### src/rtl/DesignPkg.sv
// Shared types and constants for the configurable UART transmitter.
// Holds the FSM encoding, parity modes and small decode helpers.
package DesignPkg;

    typedef enum logic [2:0] {
        IDLE   = 3'd0,
        START  = 3'd1,
        DATA   = 3'd2,
        PARITY = 3'd3,
        STOP   = 3'd4
    } uart_tx_cfg_fsm_e;

    typedef enum logic [1:0] {
        PAR_NONE = 2'd0,
        PAR_EVEN = 2'd1,
        PAR_ODD  = 2'd2
    } uart_parity_e;

    localparam int UART_MIN_CLKS_PER_BIT = 2;

    // Code 3 is reserved and behaves as no parity.
    function automatic uart_parity_e decode_parity(input logic [1:0] code);
        uart_parity_e p;
        case (code)
            2'd1:    p = PAR_EVEN;
            2'd2:    p = PAR_ODD;
            default: p = PAR_NONE;
        endcase
        return p;
    endfunction

    // Mask selecting the low (dbits+5) data bits.
    function automatic logic [7:0] data_mask(input logic [1:0] dbits);
        return 8'hFF >> (2'd3 - dbits);
    endfunction

endpackage

### src/rtl/sync_fifo.sv
// Single-clock FIFO with occupancy count.
// Push is ignored when full; pop is ignored when empty.
module sync_fifo #(
    parameter int WIDTH = 8,
    parameter int DEPTH = 16,
    localparam int PTR_W = $clog2(DEPTH),
    localparam int LVL_W = $clog2(DEPTH + 1)
) (
    input  logic             clk,
    input  logic             reset,
    input  logic             i_push,
    input  logic [WIDTH-1:0] i_wdata,
    input  logic             i_pop,
    output logic [WIDTH-1:0] o_rdata,
    output logic             o_full,
    output logic             o_empty,
    output logic [LVL_W-1:0] o_level
);

    logic [WIDTH-1:0] r_mem [DEPTH];
    logic [PTR_W-1:0] r_wr_ptr;
    logic [PTR_W-1:0] r_rd_ptr;
    logic [LVL_W-1:0] r_level;
    logic             w_do_push;
    logic             w_do_pop;

    assign o_full    = (r_level == LVL_W'(DEPTH));
    assign o_empty   = (r_level == '0);
    assign o_level   = r_level;
    assign o_rdata   = r_mem[r_rd_ptr];
    assign w_do_push = i_push && !o_full;
    assign w_do_pop  = i_pop && !o_empty;

    // Storage write; contents need no reset since the pointers gate reads.
    always_ff @(posedge clk) begin
        if (w_do_push) begin
            r_mem[r_wr_ptr] <= i_wdata;
        end
    end

    // Pointers wrap naturally at the power-of-two depth.
    always_ff @(posedge clk) begin
        if (reset) begin
            r_wr_ptr <= '0;
            r_rd_ptr <= '0;
            r_level  <= '0;
        end else begin
            if (w_do_push) begin
                r_wr_ptr <= r_wr_ptr + PTR_W'(1);
            end
            if (w_do_pop) begin
                r_rd_ptr <= r_rd_ptr + PTR_W'(1);
            end
            case ({w_do_push, w_do_pop})
                2'b10:   r_level <= r_level + LVL_W'(1);
                2'b01:   r_level <= r_level - LVL_W'(1);
                default: r_level <= r_level;
            endcase
        end
    end

endmodule

### src/rtl/uart_tx_cfg.sv
// Configurable UART transmitter with a transmit FIFO.
// Frame format is captured per byte so frames stream without gaps.
module uart_tx_cfg
    import DesignPkg::*;
#(
    parameter int FIFO_DEPTH         = 16,
    parameter int DIV_W              = 16,
    parameter int RESET_CLKS_PER_BIT = 434,
    localparam int LVL_W = $clog2(FIFO_DEPTH + 1)
) (
    input  logic             clk,
    input  logic             reset,
    input  logic             tx_valid,
    output logic             tx_ready,
    input  logic [7:0]       tx_byte_in,
    input  logic [DIV_W-1:0] cfg_clks_per_bit,
    input  logic [1:0]       cfg_data_bits,
    input  logic [1:0]       cfg_parity,
    input  logic             cfg_stop2,
    output logic             tx_serial_out,
    output logic             tx_active,
    output logic             tx_done,
    output logic [LVL_W-1:0] fifo_level
);

    if (FIFO_DEPTH < 2 || (FIFO_DEPTH & (FIFO_DEPTH - 1)) != 0
        || RESET_CLKS_PER_BIT < UART_MIN_CLKS_PER_BIT) begin : g_param_check
        $error("uart_tx_cfg: bad FIFO_DEPTH or RESET_CLKS_PER_BIT");
    end

    uart_tx_cfg_fsm_e r_state;
    uart_tx_cfg_fsm_e w_state_nxt;
    logic [DIV_W-1:0] r_cnt;
    logic [DIV_W-1:0] w_cnt_nxt;
    logic [2:0]       r_bit_idx;
    logic [2:0]       w_idx_nxt;
    logic             r_stop_sec;
    logic             w_stop_sec_nxt;
    logic             r_line;
    logic             w_line_nxt;
    logic             r_done;
    logic             w_done_nxt;
    logic [7:0]       r_data;
    logic [DIV_W-1:0] r_n;
    logic [1:0]       r_dbits;
    uart_parity_e     r_par;
    logic             r_stop2;

    logic             w_pop;
    logic             w_full;
    logic             w_empty;
    logic [7:0]       w_fifo_rdata;
    logic [DIV_W-1:0] w_n_cfg;
    logic             w_bit_end;
    logic             w_last_bit;
    logic             w_last_stop;
    logic             w_parity_bit;

    sync_fifo #(
        .WIDTH (8),
        .DEPTH (FIFO_DEPTH)
    ) u_fifo (
        .clk     (clk),
        .reset   (reset),
        .i_push  (tx_valid),
        .i_wdata (tx_byte_in),
        .i_pop   (w_pop),
        .o_rdata (w_fifo_rdata),
        .o_full  (w_full),
        .o_empty (w_empty),
        .o_level (fifo_level)
    );

    assign tx_ready      = !w_full;
    assign tx_serial_out = r_line;
    assign tx_done       = r_done;
    assign tx_active     = (r_state == START) || (r_state == DATA)
                        || (r_state == PARITY) || (r_state == STOP);

    assign w_n_cfg = (cfg_clks_per_bit < DIV_W'(UART_MIN_CLKS_PER_BIT))
                   ? DIV_W'(UART_MIN_CLKS_PER_BIT) : cfg_clks_per_bit;
    assign w_bit_end    = (r_cnt == r_n - DIV_W'(1));
    assign w_last_bit   = (r_bit_idx == 3'(r_dbits) + 3'd4);
    assign w_last_stop  = !r_stop2 || r_stop_sec;
    assign w_parity_bit = (^(r_data & data_mask(r_dbits))) ^ (r_par == PAR_ODD);

    // Next-state, bit counters, pop request and end-of-frame lookahead.
    always_comb begin
        w_state_nxt    = r_state;
        w_cnt_nxt      = r_cnt;
        w_idx_nxt      = r_bit_idx;
        w_stop_sec_nxt = r_stop_sec;
        w_pop          = 1'b0;
        w_done_nxt     = 1'b0;
        case (r_state)
            IDLE: begin
                w_cnt_nxt = '0;
                if (!w_empty) begin
                    w_pop       = 1'b1;
                    w_state_nxt = START;
                end
            end
            START: begin
                if (w_bit_end) begin
                    w_state_nxt = DATA;
                    w_cnt_nxt   = '0;
                    w_idx_nxt   = '0;
                end else begin
                    w_cnt_nxt = r_cnt + DIV_W'(1);
                end
            end
            DATA: begin
                if (w_bit_end) begin
                    w_cnt_nxt = '0;
                    if (w_last_bit) begin
                        w_stop_sec_nxt = 1'b0;
                        w_state_nxt = (r_par == PAR_NONE) ? STOP : PARITY;
                    end else begin
                        w_idx_nxt = r_bit_idx + 3'd1;
                    end
                end else begin
                    w_cnt_nxt = r_cnt + DIV_W'(1);
                end
            end
            PARITY: begin
                if (w_bit_end) begin
                    w_state_nxt    = STOP;
                    w_cnt_nxt      = '0;
                    w_stop_sec_nxt = 1'b0;
                end else begin
                    w_cnt_nxt = r_cnt + DIV_W'(1);
                end
            end
            STOP: begin
                if (w_bit_end) begin
                    w_cnt_nxt = '0;
                    if (!w_last_stop) begin
                        w_stop_sec_nxt = 1'b1;
                    end else if (!w_empty) begin
                        w_pop       = 1'b1;
                        w_state_nxt = START;
                    end else begin
                        w_state_nxt = IDLE;
                    end
                end else begin
                    w_cnt_nxt  = r_cnt + DIV_W'(1);
                    w_done_nxt = w_last_stop
                              && (r_cnt == r_n - DIV_W'(2));
                end
            end
            default: begin
                w_state_nxt    = IDLE;
                w_cnt_nxt      = '0;
                w_idx_nxt      = '0;
                w_stop_sec_nxt = 1'b0;
            end
        endcase
    end

    // Line level for the upcoming cycle, so the output can be registered.
    always_comb begin
        w_line_nxt = 1'b1;
        case (w_state_nxt)
            START:   w_line_nxt = 1'b0;
            DATA:    w_line_nxt = r_data[w_idx_nxt];
            PARITY:  w_line_nxt = w_parity_bit;
            default: w_line_nxt = 1'b1;
        endcase
    end

    // State, counters and registered outputs.
    always_ff @(posedge clk) begin
        if (reset) begin
            r_state    <= IDLE;
            r_cnt      <= '0;
            r_bit_idx  <= '0;
            r_stop_sec <= 1'b0;
            r_line     <= 1'b1;
            r_done     <= 1'b0;
        end else begin
            r_state    <= w_state_nxt;
            r_cnt      <= w_cnt_nxt;
            r_bit_idx  <= w_idx_nxt;
            r_stop_sec <= w_stop_sec_nxt;
            r_line     <= w_line_nxt;
            r_done     <= w_done_nxt;
        end
    end

    // Byte and frame format are captured together at pop time.
    always_ff @(posedge clk) begin
        if (reset) begin
            r_data  <= '0;
            r_n     <= DIV_W'(UART_MIN_CLKS_PER_BIT);
            r_dbits <= '0;
            r_par   <= PAR_NONE;
            r_stop2 <= 1'b0;
        end else if (w_pop) begin
            r_data  <= w_fifo_rdata;
            r_n     <= w_n_cfg;
            r_dbits <= cfg_data_bits;
            r_par   <= decode_parity(cfg_parity);
            r_stop2 <= cfg_stop2;
        end
    end

endmodule
### config.mk
export PLATFORM = sky130hd
export DESIGN_NAME = uart_tx_cfg
export DESIGN_NICKNAME = d
export VERILOG_FILES = /design/src/rtl/DesignPkg.sv /design/src/rtl/sync_fifo.sv /design/src/rtl/uart_tx_cfg.sv
export SDC_FILE = /design/constraint.sdc
export NUM_CORES = 1
export LEC_CHECK = 0
export CAP_MARGIN = 10
export CORE_MARGIN = 2
export CORE_UTILIZATION = 60
export DETAILED_ROUTE_END_ITERATION = 8
export PLACE_DENSITY = 0.89
export REMOVE_ABC_BUFFERS = 1
export SLEW_MARGIN = 20
export SYNTH_ARGS = -nofsm -noshare
export SYNTH_HDL_FRONTEND = slang
export SYNTH_SLANG_ARGS = --single-unit
export TNS_END_PERCENT = 50
### constraint.sdc
create_clock -name clk -period 9.2 [get_ports clk]
set_input_delay 2.76 -clock clk [delete_from_list [all_inputs] [get_ports clk]]
set_output_delay 2.76 -clock clk [all_outputs]
set_load 0.005 [all_outputs]
# == Word-level counts from Yosys, hierarchy flattened ==
# Memory sizes are Yosys's and may differ from the RTL's. A register that Yosys moved wholly into a read port is not among the register bits.
# Index checks and enable logic that the tools add are counted.
# totals
mem_bits_rw,128
reg_bits,59
n_memories,1
wordCells,106
# op_classes
n_shift,1
n_reduce_logical,21
n_bitwise,5
n_eq_ne,21
n_mux,32
order_cmp,2
addsub,10
# mem_list
memory,depth,word_bits,read_ports,rd_clocked_by_memory_dff,write_ports,line_no,rtl
u_fifo.r_mem,16,8,1,1,1,sync_fifo.sv:20,logic [WIDTH-1:0] r_mem [DEPTH];
# op_table
op,count
two-way mux 3 bit,11
equality test 16 bit,2
"adder 16 x 1 -> 16 bit, second input constant",1
"< comparator 16 x 2 -> 1 bit, second input constant",1
two-way mux 16 bit,1
"subtractor 16 x 1 -> 16 bit, second input constant",1
"subtractor 16 x 2 -> 16 bit, second input constant",1
case mux 3 bit (5 select lines),1
"equality test 3 x 2 -> 1 bit, second input constant",4
two-way mux 1 bit,12
"inequality test 2 bit, second input constant",5
case mux 5 bit (2 select lines),1
case mux 3 bit (3 select lines),1
OR reduction 3 bit,3
"adder 4 x 1 -> 4 bit, second input constant",2
AND 8 bit,1
XOR reduction 8 bit,1
"right shift 8 x 2 -> 8 bit, first input constant",1
"equality test 2 bit, second input constant",3
"equality test 3 x 1 -> 1 bit, second input constant",2
AND reduction 6 bit,1
"adder 5 x 1 -> 5 bit, second input constant",1
"equality test 5 bit, second input constant",1
zero test 5 bit,1
23 further kinds,33

# == Logic depth before layout (Yosys ltp) ==
# Gate-level depths: netlist of the first run.
# logic_depth
ltp_word,8
ltp_mapped,19
ltp_nobuf,18

# == Modules after synthesis ==
# A second synthesis of the first run with hierarchy kept.
# hier_totals
hier_cells,782
area_unflattened_um2,9262.6
# modules_own_cells
mod,cells_per_inst,instances,seq_area_each_um2,area_per_inst_um2
sync_fifo,330,1,4184.0,5891.9
uart_tx_cfg,452,1,1081.0,3370.7

# == Worst setup path before layout of the first run ==
# No wires, ideal clock.
# synth_timing
path_type,in2reg
from,input port tx_valid
to,register u_fifo.r_level[4] (netlist: u_fifo.o_level[4])
required_ps,9130
t_arrival_ps,4672
n_path_buf,1
cell_stages,10
slack_ps,4457
setup_ps,70
cell_sequence,and2_1 clkbuf_1 inv_1 ha_1 fa_1 a21o_1 a21oi_1 xor2_1 or3_1 a21oi_1
# synth_via
elab_chain_len,3
# synth_rtl
element,line_no,rtl
from (decl),uart_tx_cfg.sv:13,"input logic tx_valid,"
logical AND 1 bit (*),sync_fifo.sv:31,assign w_do_push = i_push && !o_full;
equality test 2 x 1 -> 1 bit / equality test 2 bit (equally long branches),sync_fifo.sv:54,"case ({w_do_push, w_do_pop})"
case mux 5 bit (2 select lines) / nonzero test 2 bit (equally long branches),n/a,
to (signal assigned),sync_fifo.sv:55,2'b10: r_level <= r_level + LVL_W'(1);
to (signal assigned),sync_fifo.sv:56,2'b01: r_level <= r_level - LVL_W'(1);
to (signal assigned),sync_fifo.sv:57,default: r_level <= r_level;
to (decl),sync_fifo.sv:23,logic [LVL_W-1:0] r_level;
# Mark *: on every way between the ends. The rest lies on a longest branch, timed or not.
# A chain may end at the register's enable or synchronous reset.

# == Final worst setup path of the first run ==
# layout_timing
from,register r_n[2]
to,register u_fifo.r_level[4] (netlist: u_fifo.o_level[4])
# layout_via
elab_chain_len,7
# layout_rtl
element,line_no,rtl
from (decl),uart_tx_cfg.sv:44,logic [DIV_W-1:0] r_n;
from (signal assigned),uart_tx_cfg.sv:194,r_n <= DIV_W'(UART_MIN_CLKS_PER_BIT);
from (signal assigned),uart_tx_cfg.sv:200,r_n <= w_n_cfg;
subtractor 16 x 1 -> 16 bit (*),uart_tx_cfg.sv:82,assign w_bit_end = (r_cnt == r_n - DIV_W'(1));
equality test 16 bit (*),uart_tx_cfg.sv:82,
two-way mux 1 bit (*),uart_tx_cfg.sv:135,if (w_bit_end) begin
case mux 1 bit (2 select lines) (*),uart_tx_cfg.sv:95,case (r_state)
logical AND 1 bit (*),sync_fifo.sv:32,assign w_do_pop = i_pop && !o_empty;
equality test 2 x 1 -> 1 bit / equality test 2 bit (equally long branches),sync_fifo.sv:54,
case mux 5 bit (2 select lines) / nonzero test 2 bit (equally long branches),n/a,
# Marks and branches as above.

==> impl_metrics.tcl, run 1 <==
set metrics [dict create \
    outcome "finished, final reports clean" \
    syn_avg_cell_area_sq_um 11.8 \
    drt_wl_total_mm 20.0 \
    finalHoldViolations 0 \
    grt_setup_unrepaired "no" \
    num_io_pins 41 \
    drtIter0Drc 766 \
    post_dp_cell_area_sq_um 9590 \
    peakVddDrop_uv 245 \
    r2r_start "r_n[2]" \
    clock-sinks 195 \
    synth_ff_type "edfxtp_1" \
    synth.most_common_cell "edfxtp_1" \
    grt_max_degree 52 \
    antenna_found_initial 0 \
    vias_per_cell 6.25 \
    r2r-end "u_fifo.o_level[4]" \
    clockBufferDepth 2 \
    grt_pass1_wl_mm 32.0 \
    root_buffer "clkbuf_16" \
    die_w_um 127 \
    maxCapViolCount 0 \
    htreeDepth 4 \
    drtPass1Iterations 6 \
    setup_viol 0 \
    critPathKind "reg2reg" \
    post-cts-setup-buffer-count 0 \
    endpoint "u_fifo.o_level[4]" \
    rows 45 \
    antenna_cells 0 \
    worstMarginPinSlew_ns 1.04 \
    hold_path_class "reg2reg" \
    grt_usage_pct 25.6 \
    syn2layout_area_growth_pct 12.1 \
    reg2reg_slack_ns 3.51 \
    synth_cell_types 71 \
    synth_cells 775 \
    cts-resized-gates 0 \
    die_h_um 127 \
    dp_hpwl_mm 12.9 \
    synth_edf_count 128 \
    finalWeightedCongestion 0.867 \
    crit_arrival_ns 6.05 \
    end_kind "flop" \
    period_share_pct 61.9 \
    dr_total_vias 6191 \
    max_freq_mhz 176 \
    crit_start "r_n[2]" \
    die_area_sq_um 16200 \
    async_reset_ff_share_pct 0 \
    synth_area_leaders "edfxtp_1 (42%), dfxtp_1 (15%), mux4_2 (3.9%), nor2_1 (3.2%), xor2_1 (3.0%)" \
    yosys-top-cells-count "edfxtp_1 (128), nor2_1 (77), nand2_1 (71)" \
    slew_viol_final 0 \
    syn_area_sq_um 9130 \
    p_leak_nw 3.43 \
    overflow 0 \
    power_density_nw_per_um2 279 \
    yosys_register_bits 195 \
    drive_gt1_share_pct 9.85 \
    hold_buffers 0 \
    cp.required_ns 9.56 \
    core-area_sq_um 15000 \
    yosysTopAreaCell "edfxtp_1" \
    r2r_cells 17 \
    fin_setup_tns_ns 0 \
    multiInputGateArea_sq_um 3680 \
    regArea_sq_um 5190 \
    finish.net_count 835 \
    min_period_ns 5.69 \
    finalClockSkew_ns 0.0127 \
    detail-route-antenna-nets 0 \
    start_util_pct 60.7 \
    first_global_vias 5936 \
    clkTransAtPathRegs_ns 0.07 \
    design_area_sq_um 10200 \
    ys_warn_count 0 \
    cts_tree "done" \
    wire_per_inst_um 20.2 \
    fin_util_pct 68.1 \
    clock_latency_ns 0.44 \
    timing.slew.headroom_pct 30.6 \
    drt_drc_violations_left 0 \
    cts_buffers 17 \
    path_max_fanout 44 \
    n_fill_cell 1028 \
    portBuffers 40 \
    seq_area_frac_synth_pct 56.8 \
    synth_top_area_share_pct 42.1 \
    start_kind "flop" \
]
==> how the worst min path moves through the flow <==
stage | start | cells past startpoint | to | slack [ns]
finish | r_n[15] | 2 | r_n[15] | 0.47
global route | r_par[1] | 2 | r_par[1] | 0.50
CTS | r_stop2 | 2 | r_stop2 | 0.47
detailed placement | r_stop2 | 2 | r_stop2 | 0.46
global placement | r_stop2 | 2 | r_stop2 | 0.45
floorplan | r_stop2 | 2 | r_stop2 | 0.43
==> layer usage <==
layer  track usage [%]  wire (um)
met5                 0          0
met4              7.95        413
met3              4.23        976
met2              46.6      10700
met1              31.4       7920
==> power breakdown <==
part	internal [W]	total, W	switching [W]
Combinational	0.000404	0.000917	0.000512
Sequential	0.00102	0.00114	0.000125
Clock	0.000442	0.000795	0.000354
==> state kept, by name, summed over array words and instances, names as in the netlist <==
register,cells
u_fifo.r_wr_ptr,4
r_bit_idx,3
r_stop_sec,1
u_fifo.o_level,5
u_fifo.r_mem,128
r_state,3
r_dbits,2
r_n,16
u_fifo.r_rd_ptr,4
r_data,8
tx_serial_out,1
r_stop2,1
tx_done,1
r_par,2
r_cnt,16
==> cell type report <==
type,count,area share (%)
Multi-Input combinational cell,512,35.9
Inverter,19,0.697
Clock buffer,17,4.16
Sequential cell,195,50.7
Tap cell,188,2.30
Timing Repair Buffer,44,4.16
Clock inverter,15,2.08
==> metrics by stage <==
stage / hold WS [ns] / total power (W) / instances / setup WS (ns)
final: 0.472 / 0.00285 / 990 / 3.51
after global routing: 0.505 / 0.00301 / 990 / 3.08
after CTS: 0.474 / 0.00285 / 990 / 3.55
after detailed placement: 0.463 / 0.00205 / 958 / 3.64
after global placement: 0.447 / 0.00202 / 958 / 3.87
after floorplan: 0.426 / 0.00181 / 726 / 4.52
==> cell usage in the layout, fill, tap and decap left out, types with 4 or more instances in the layout <==
| cell type | synthesis | layout |
|---|---|---|
| edfxtp_1 | 128 | 128 |
| nor2_1 | 77 | 77 |
| nand2_1 | 71 | 71 |
| dfxtp_1 | 67 | 66 |
| a21oi_1 | 43 | 43 |
| clkdlybuf4s50_1 | 0 | 39 |
| xor2_1 | 31 | 31 |
| xnor2_1 | 30 | 30 |
| mux2i_1 | 27 | 27 |
| o21ai_0 | 23 | 23 |
| inv_1 | 18 | 18 |
| clkbuf_16 | 0 | 17 |
| mux4_2 | 16 | 16 |
| nand3_1 | 15 | 15 |
| ha_1 | 13 | 13 |
| nor3_1 | 12 | 11 |
| nor4_1 | 9 | 9 |
| nand2b_1 | 9 | 9 |
| mux2_2 | 9 | 9 |
| a311oi_1 | 9 | 9 |
| nor2b_1 | 9 | 8 |
| nand4_1 | 8 | 8 |
| a221oi_1 | 8 | 8 |
| a22oi_1 | 8 | 8 |
| and3_1 | 7 | 7 |
| o211ai_1 | 6 | 6 |
| a211oi_1 | 5 | 5 |
| a31oi_1 | 5 | 5 |
| nand3b_1 | 4 | 4 |
| o2111ai_1 | 4 | 4 |
| inv_6 | 0 | 4 |
| buf_4 | 0 | 4 |
==> kinds of logic after synthesis <==
logic type / Yosys count / synth area share [%]
xor gates and xnor gates: 63 / 6.36
AOI/OAI and AO/OA: 140 / 10.4
DFF: 195 / 56.8
muxes: 52 / 8.01
buffers and inverters: 68 / 3.04
adders and majority gates: 14 / 2.00
and+or+nand+nor: 243 / 13.4
==> critical path: stages (launching register included) <==
cell and delay [ns]:
dfxtp_1 0.36, inv_1 0.10, ha_1 0.29, or4b_2 0.63, xnor2_1 0.16, a211oi_1 0.29, nand4bb_1 0.21, a2111oi_4 0.56
nand2b_1 0.15, a21o_1 0.47, inv_2 0.68, ha_1 0.42, ha_1 0.32, a21o_1 0.17, a21oi_1 0.20, xor2_1 0.11
or3_1 0.34, a21oi_1 0.16
No activity file was read; power rests on OpenSTA's default activity.
==> inputs of run 2 (changes only) <==
--- a/config.mk
+++ b/config.mk
@@ -7,9 +7,9 @@
 export LEC_CHECK = 0
 export CAP_MARGIN = 10
 export CORE_MARGIN = 2
-export CORE_UTILIZATION = 60
+export CORE_UTILIZATION = 55
 export DETAILED_ROUTE_END_ITERATION = 8
-export PLACE_DENSITY = 0.89
+export PLACE_DENSITY = 0.86
 export REMOVE_ABC_BUFFERS = 1
 export SLEW_MARGIN = 20
 export SYNTH_ARGS = -nofsm -noshare
==> constraint.sdc (replaced) <==
create_clock -name clk -period 5 [get_ports clk]
set_input_delay 1.5 -clock clk [delete_from_list [all_inputs] [get_ports clk]]
set_output_delay 1.5 -clock clk [all_outputs]
set_load 0.005 [all_outputs]
==> run 2 against run 1 <==
Die area is 8.8% higher. Global-route usage is 2.1 points lower. Clock-buffer cell count stayed put. Core utilization is 5.3 points lower. Wire length is 0.84% lower. Via count hardly changed. First-iteration DRC count is 13% lower. Sequential power is 87% higher. Combinational power is 84% higher. Sequential cell count stayed put. Clock power is 81% higher. Critical endpoint unchanged. Highest routed layer unchanged.
==> impl_metrics.tcl, run 2 (synthesis gave the netlist of run 1 again) <==
set metrics [dict create \
    start_kind "flop" \
    peakVddDrop_uv 369 \
    layout_commonest_cell "edfxtp_1" \
    htreeDepth 4 \
    portBuffers 40 \
    hold_ws_ns 0.465 \
    crit_arrival_ns 4.82 \
    path_max_fanout 9 \
    fin_setup_tns_ns 0 \
    grt_usage_pct 23.6 \
    timing.slew.headroom_pct 32.4 \
    finalWeightedCongestion 0.876 \
    power_frac_seq_pct 40.5 \
    regMostFlops "u_fifo.r_mem" \
    finalClockSkew_ns 0.0141 \
    core-area_sq_um 16400 \
    syn2layout_area_growth_pct 12.7 \
    die_area_sq_um 17700 \
    overflow 0 \
    dr_total_vias 6187 \
    p_clk_share_pct 27.4 \
    cts-resized-gates 0 \
    maxCapViolCount 0 \
    max_freq_mhz 224 \
    die_h_um 133 \
    clock_latency_ns 0.44 \
    grt_max_degree 49 \
    finish.net_count 839 \
    period_share_pct 89.2 \
    p_comb_share_pct 32.1 \
    largest_reg_flops 128 \
    start_util_pct 55.7 \
    netSwitchingPower_w 0.00186 \
    min_period_ns 4.46 \
    die_w_um 133 \
    setup_viol 0 \
    first_global_vias 6054 \
    cts_buffers 17 \
    antenna_cells 0 \
    swShare_pct 35.3 \
    num_io_pins 41 \
    root_buffer "clkbuf_16" \
    grt_setup_unrepaired "no" \
    final_cell_mix "edfxtp_1 (128), nor2_1 (77), nand2_1 (71)" \
    critPathKind "reg2reg" \
    dp_hpwl_mm 12.7 \
    power_density_nw_per_um2 512 \
    hold_buffers 0 \
    drt_drc_violations_left 0 \
    cts_tree "done" \
    detail-route-antenna-nets 0 \
    end_kind "flop" \
    slew_viol_final 0 \
    clkTransAtPathRegs_ns 0.07 \
    drtIter0Drc 663 \
    grt_pass1_wl_mm 31.9 \
    clock-sinks 195 \
    antenna_found_initial 0 \
    clockBufferDepth 2 \
    rows 47 \
    drtPass1Iterations 5 \
    reg_top3 "u_fifo.r_mem: 128 flops, r_cnt: 16 flops, r_n: 16 flops" \
    drive_gt1_share_pct 10.1 \
    outcome "finished, final reports clean" \
    drt_wl_total_mm 19.8 \
    p_leak_nw 3.44 \
    hold_path_class "reg2reg" \
    cp.required_ns 5.36 \
    internal-power_w 0.00341 \
    wire_per_inst_um 19.3 \
    finalHoldViolations 0 \
    worstMarginPinSlew_ns 1.01 \
    post-cts-setup-buffer-count 0 \
    vias_per_cell 6.04 \
]
[run 2: cell type report]
class                   count  area, sq um
repair buffers             48          455
flip-flops and latches    195         5190
inverters                  19         71.3
well taps                 220          275
multi-input cells         512         3670
fillers                  1183         6120
clock buffers              17          425
clock inverters            14          205
[run 2: path summary, 6_finish.rpt]
check                           startpoint  slack, ns  cells past startpoint                 to
worst max-delay path                r_n[2]       0.54                     18  u_fifo.o_level[4]
worst min register to register     r_stop2       0.47                      2            r_stop2
worst min-delay path               r_stop2       0.47                      2            r_stop2
worst max register to register      r_n[2]       0.54                     18  u_fifo.o_level[4]
[run 2: power groups by stage]
stage,registers (W),clock network [W],logic [W]
6_report,0.00213,0.00144,0.00169
5_1_grt,0.00216,0.00151,0.00186
4_1_cts,0.00213,0.00145,0.00168
3_5_place_dp,0.00216,0,0.00166
3_3_place_gp,0.00215,0,0.00161
2_1_floorplan,0.00212,0,0.00121
[run 2: stage by stage]
step	setup WS, ns	cell area, sq um	utilization, %	power, W	instances
floorplan	0.324	8930	-	0.00334	726
global placement	0.803	9660	58.9	0.00376	994
detailed placement	0.628	9660	58.9	0.00382	994
CTS	0.567	10300	62.7	0.00526	1025
global route	0.273	10300	62.7	0.00554	1025
finish	0.541	10300	62.7	0.00527	1025
[run 2: critical path, cell delays in order, from the launching register on]
cell and delay, ns:
dfxtp_1 0.36, inv_1 0.10, ha_1 0.32, or4b_2 0.63
xnor2_1 0.16, a211oi_1 0.26, nand4bb_1 0.19, a2111oi_4 0.30
buf_4 0.21, nand2b_1 0.08, a21o_1 0.21, inv_2 0.06
ha_1 0.27, ha_1 0.31, a21o_1 0.17, a21oi_1 0.18
xor2_1 0.10, or3_1 0.31, a21oi_1 0.14
[run 2: per-layer routing]
metal | share of wire [%] | global-route usage, % | wire length [um] | up-vias
met5 | 0 | 0 | 0 | -
met4 | 2.7 | 9.32 | 527 | 0
met3 | 5.4 | 4.48 | 1060 | 45
met2 | 51 | 40.8 | 10100 | 216
met1 | 41 | 29.3 | 8120 | 3026
li1 | - | - | - | 2900
==> inputs of run 3 (changes only) <==
--- a/config.mk
+++ b/config.mk
@@ -11,8 +11,9 @@
 export DETAILED_ROUTE_END_ITERATION = 8
 export PLACE_DENSITY = 0.86
 export REMOVE_ABC_BUFFERS = 1
-export SLEW_MARGIN = 20
+export SETUP_SLACK_MARGIN = 0.1
 export SYNTH_ARGS = -nofsm -noshare
 export SYNTH_HDL_FRONTEND = slang
+export SYNTH_HIERARCHICAL = 1
 export SYNTH_SLANG_ARGS = --single-unit
 export TNS_END_PERCENT = 50
==> run 3 against run 2 <==
Total power increased by 3.1%. Final cell count increased by 0.78%. Worst hold slack improved by 0.00079 ns. Register-to-register slack got worse by 0.13 ns. Critical endpoint is now u_fifo/o_level[4]. Sequential cell count increased by 4. Sequential power increased by 3%. Combinational power increased by 5%.
==> impl_metrics.tcl, run 3 <==
set metrics [dict create \
    ys_warn_count 6 \
    maxCapViolCount 0 \
    antenna_cells 0 \
    critPathKind "reg2reg" \
    antenna_found_initial 0 \
    synth_area_leaders "edfxtp_1 (41%), dfxtp_1 (15%), mux4_2 (7.8%), nand2_1 (3.6%), xnor2_1 (3.1%)" \
    cts_buffers 17 \
    crit_arrival_ns 4.90 \
    path_max_fanout 12 \
    detail-route-antenna-nets 0 \
    reg_top3 "u_fifo/r_mem: 128 flops, r_cnt: 16 flops, r_n: 16 flops" \
    clock-sinks 199 \
    slew_viol_final 0 \
    timing.slew.headroom_pct 36.8 \
    hold_buffers 0 \
    num_io_pins 41 \
    max_freq_mhz 218 \
    finish.net_count 844 \
    drt_drc_violations_left 0 \
    htreeDepth 4 \
    finalClockSkew_ns 0.0142 \
    yosysTopAreaCell "edfxtp_1" \
    syn2layout_area_growth_pct 12.5 \
    fin_util_pct 63.1 \
    multiInputGateArea_sq_um 3690 \
    rows 47 \
    cp_slowest_cell "or4_4" \
    yosys_register_bits 199 \
    yosys-top-cells-count "edfxtp_1 (128), nand2_1 (90), nor2_1 (74)" \
    drt_wl_total_mm 19.8 \
    clock_latency_ns 0.44 \
    wire_per_inst_um 19.2 \
    critical_path.max_stage_delay_ns 0.57 \
    drive_gt1_share_pct 12.1 \
    finalWeightedCongestion 0.901 \
    clkTransAtPathRegs_ns 0.08 \
    dr_total_vias 6222 \
    drtIter0Drc 620 \
    die_w_um 134 \
    finalHoldViolations 0 \
    power_density_nw_per_um2 521 \
    outcome "finished, final reports clean" \
    synth_ff_type "edfxtp_1" \
    hold_path_class "reg2reg" \
    vias_per_cell 6.02 \
    core-area_sq_um 16500 \
    synth_cells 782 \
    start_util_pct 56.1 \
    first_global_vias 6085 \
    synth_top_area_share_pct 41.5 \
    grt_max_degree 58 \
    path_cells "inv_1 > ha_2 > nor3b_4 > nand4_1 > nor3_1 > o22ai_1 > or4_4 > o21a_1 > or3_1 > inv_2 > o21ai_4 > inv_1 > ha_2 > xor2_1 > ha_1 > nand2_1 > o21ai_0 > nor3_1 > nand4bb_1" \
    grt_setup_unrepaired "no" \
    overflow 0 \
    end_kind "flop" \
    die_h_um 134 \
    grt_usage_pct 23.2 \
    synth.most_common_cell "edfxtp_1" \
    grt_pass1_wl_mm 32.1 \
    regMostFlops "u_fifo/r_mem" \
    layout_commonest_cell "edfxtp_1" \
    p_leak_nw 3.57 \
    final_cell_mix "edfxtp_1 (128), nand2_1 (90), nor2_1 (74)" \
    syn_avg_cell_area_sq_um 11.8 \
    worstMarginPinSlew_ns 0.944 \
    seq_area_frac_synth_pct 56.8 \
    cts_tree "done" \
    start_kind "flop" \
    largest_reg_flops 128 \
    portBuffers 40 \
    reg2reg_slack_ns 0.41 \
    root_buffer "clkbuf_16" \
    die_area_sq_um 17900 \
    setup_viol 0 \
    clockBufferDepth 2 \
    synth_cell_types 73 \
    n_fill_cell 1209 \
    syn_area_sq_um 9260 \
    cp.required_ns 5.31 \
    async_reset_ff_share_pct 0 \
    drtPass1Iterations 6 \
    period_share_pct 91.8 \
    dp_hpwl_mm 12.8 \
    min_period_ns 4.59 \
    peakVddDrop_uv 293 \
    regArea_sq_um 5270 \
    synth_edf_count 128 \
    fin_setup_tns_ns 0 \
]
==> run 3: cell count changes in the layout (fill, tap and decap cells not counted), sizes merged, moves of 7 or more <==
| cell | delta |
|---|---|
| nand2 | +19 |
| inv | +7 |
| a311oi | -9 |
| a22oi | +10 |
| mux2 | -8 |
| mux4 | +16 |
| mux2i | -23 |
| a221oi | -7 |
==> run 3: power breakdown <==
part,leakage [nW],total [W],internal [W],switching (W)
Sequential,1.74,0.00220,0.00192,0.000276
Clock,0.315,0.00146,0.000751,0.000713
Combinational,1.52,0.00177,0.000759,0.00101
==> run 3: worst paths after layout <==
path                 from                 to  cells after the start
hold reg to reg   r_stop2            r_stop2                      2
setup reg to reg   r_n[2]  u_fifo/o_level[4]                     19
hold / removal    r_stop2            r_stop2                      2
setup / recovery   r_n[2]  u_fifo/o_level[4]                     19
==> run 3: layout make-up <==
class	count	share of cell area [%]
clock buffers	17	4.08
clock inverters	15	2.11
inverters	22	0.792
multi-input cells	512	35.4
flip-flops and latches	199	50.6
well taps	220	2.64
repair buffers	48	4.37
==> run 3: metrics by stage <==
stage / total power (W) / std cells / hold WS [ns] / setup WS (ns) / instance area, sq um
2_1_floorplan: 0.00342 / 733 / 0.426 / 0.162 / 9020
3_3_place_gp: 0.00390 / 1001 / 0.445 / 0.439 / 9750
5_1_grt: 0.00573 / 1033 / 0.475 / 0.172 / 10400
3_5_place_dp: 0.00393 / 1001 / 0.447 / 0.262 / 9750
6_report: 0.00543 / 1033 / 0.466 / 0.411 / 10400
4_1_cts: 0.00542 / 1033 / 0.464 / 0.177 / 10400
==> run 3: per-layer routing <==
metal  routed length [um]  global-route usage (%)  part of all wire (%)
met5                    0                       0                     0
met4                  310                    7.27                   1.6
met3                 1130                    4.46                   5.7
met2                 9870                    38.5                    50
met1                 8480                    31.2                    43
==> run 3: timing repair <==
item                                    CTS  global route
endpoints found under the setup margin    0             2
gates resized for setup                   0             6
setup buffers                             0             0
==> run 3: cells by family after synthesis <==
logic type                 Yosys count  share of synthesized area [%]
AOI/OAI and AO/OA                  128                           9.27
xor gates and xnor gates            60                           5.67
adders and majority gates           12                           1.62
buffers and inverters               71                           3.54
DFF                                199                           56.8
muxes                               37                           8.33
and+or+nand+nor                    275                           14.7
==> run 3: critical path: cells and delay by family, from the launching register on <==
kind / cells / cell delay [ns]
compound gates: 4 / 0.73
simple gates: 8 / 2.08
flops: 1 / 0.41
buf+inv: 3 / 0.29
xor+xnor: 1 / 0.17
fa+ha+maj: 3 / 0.78
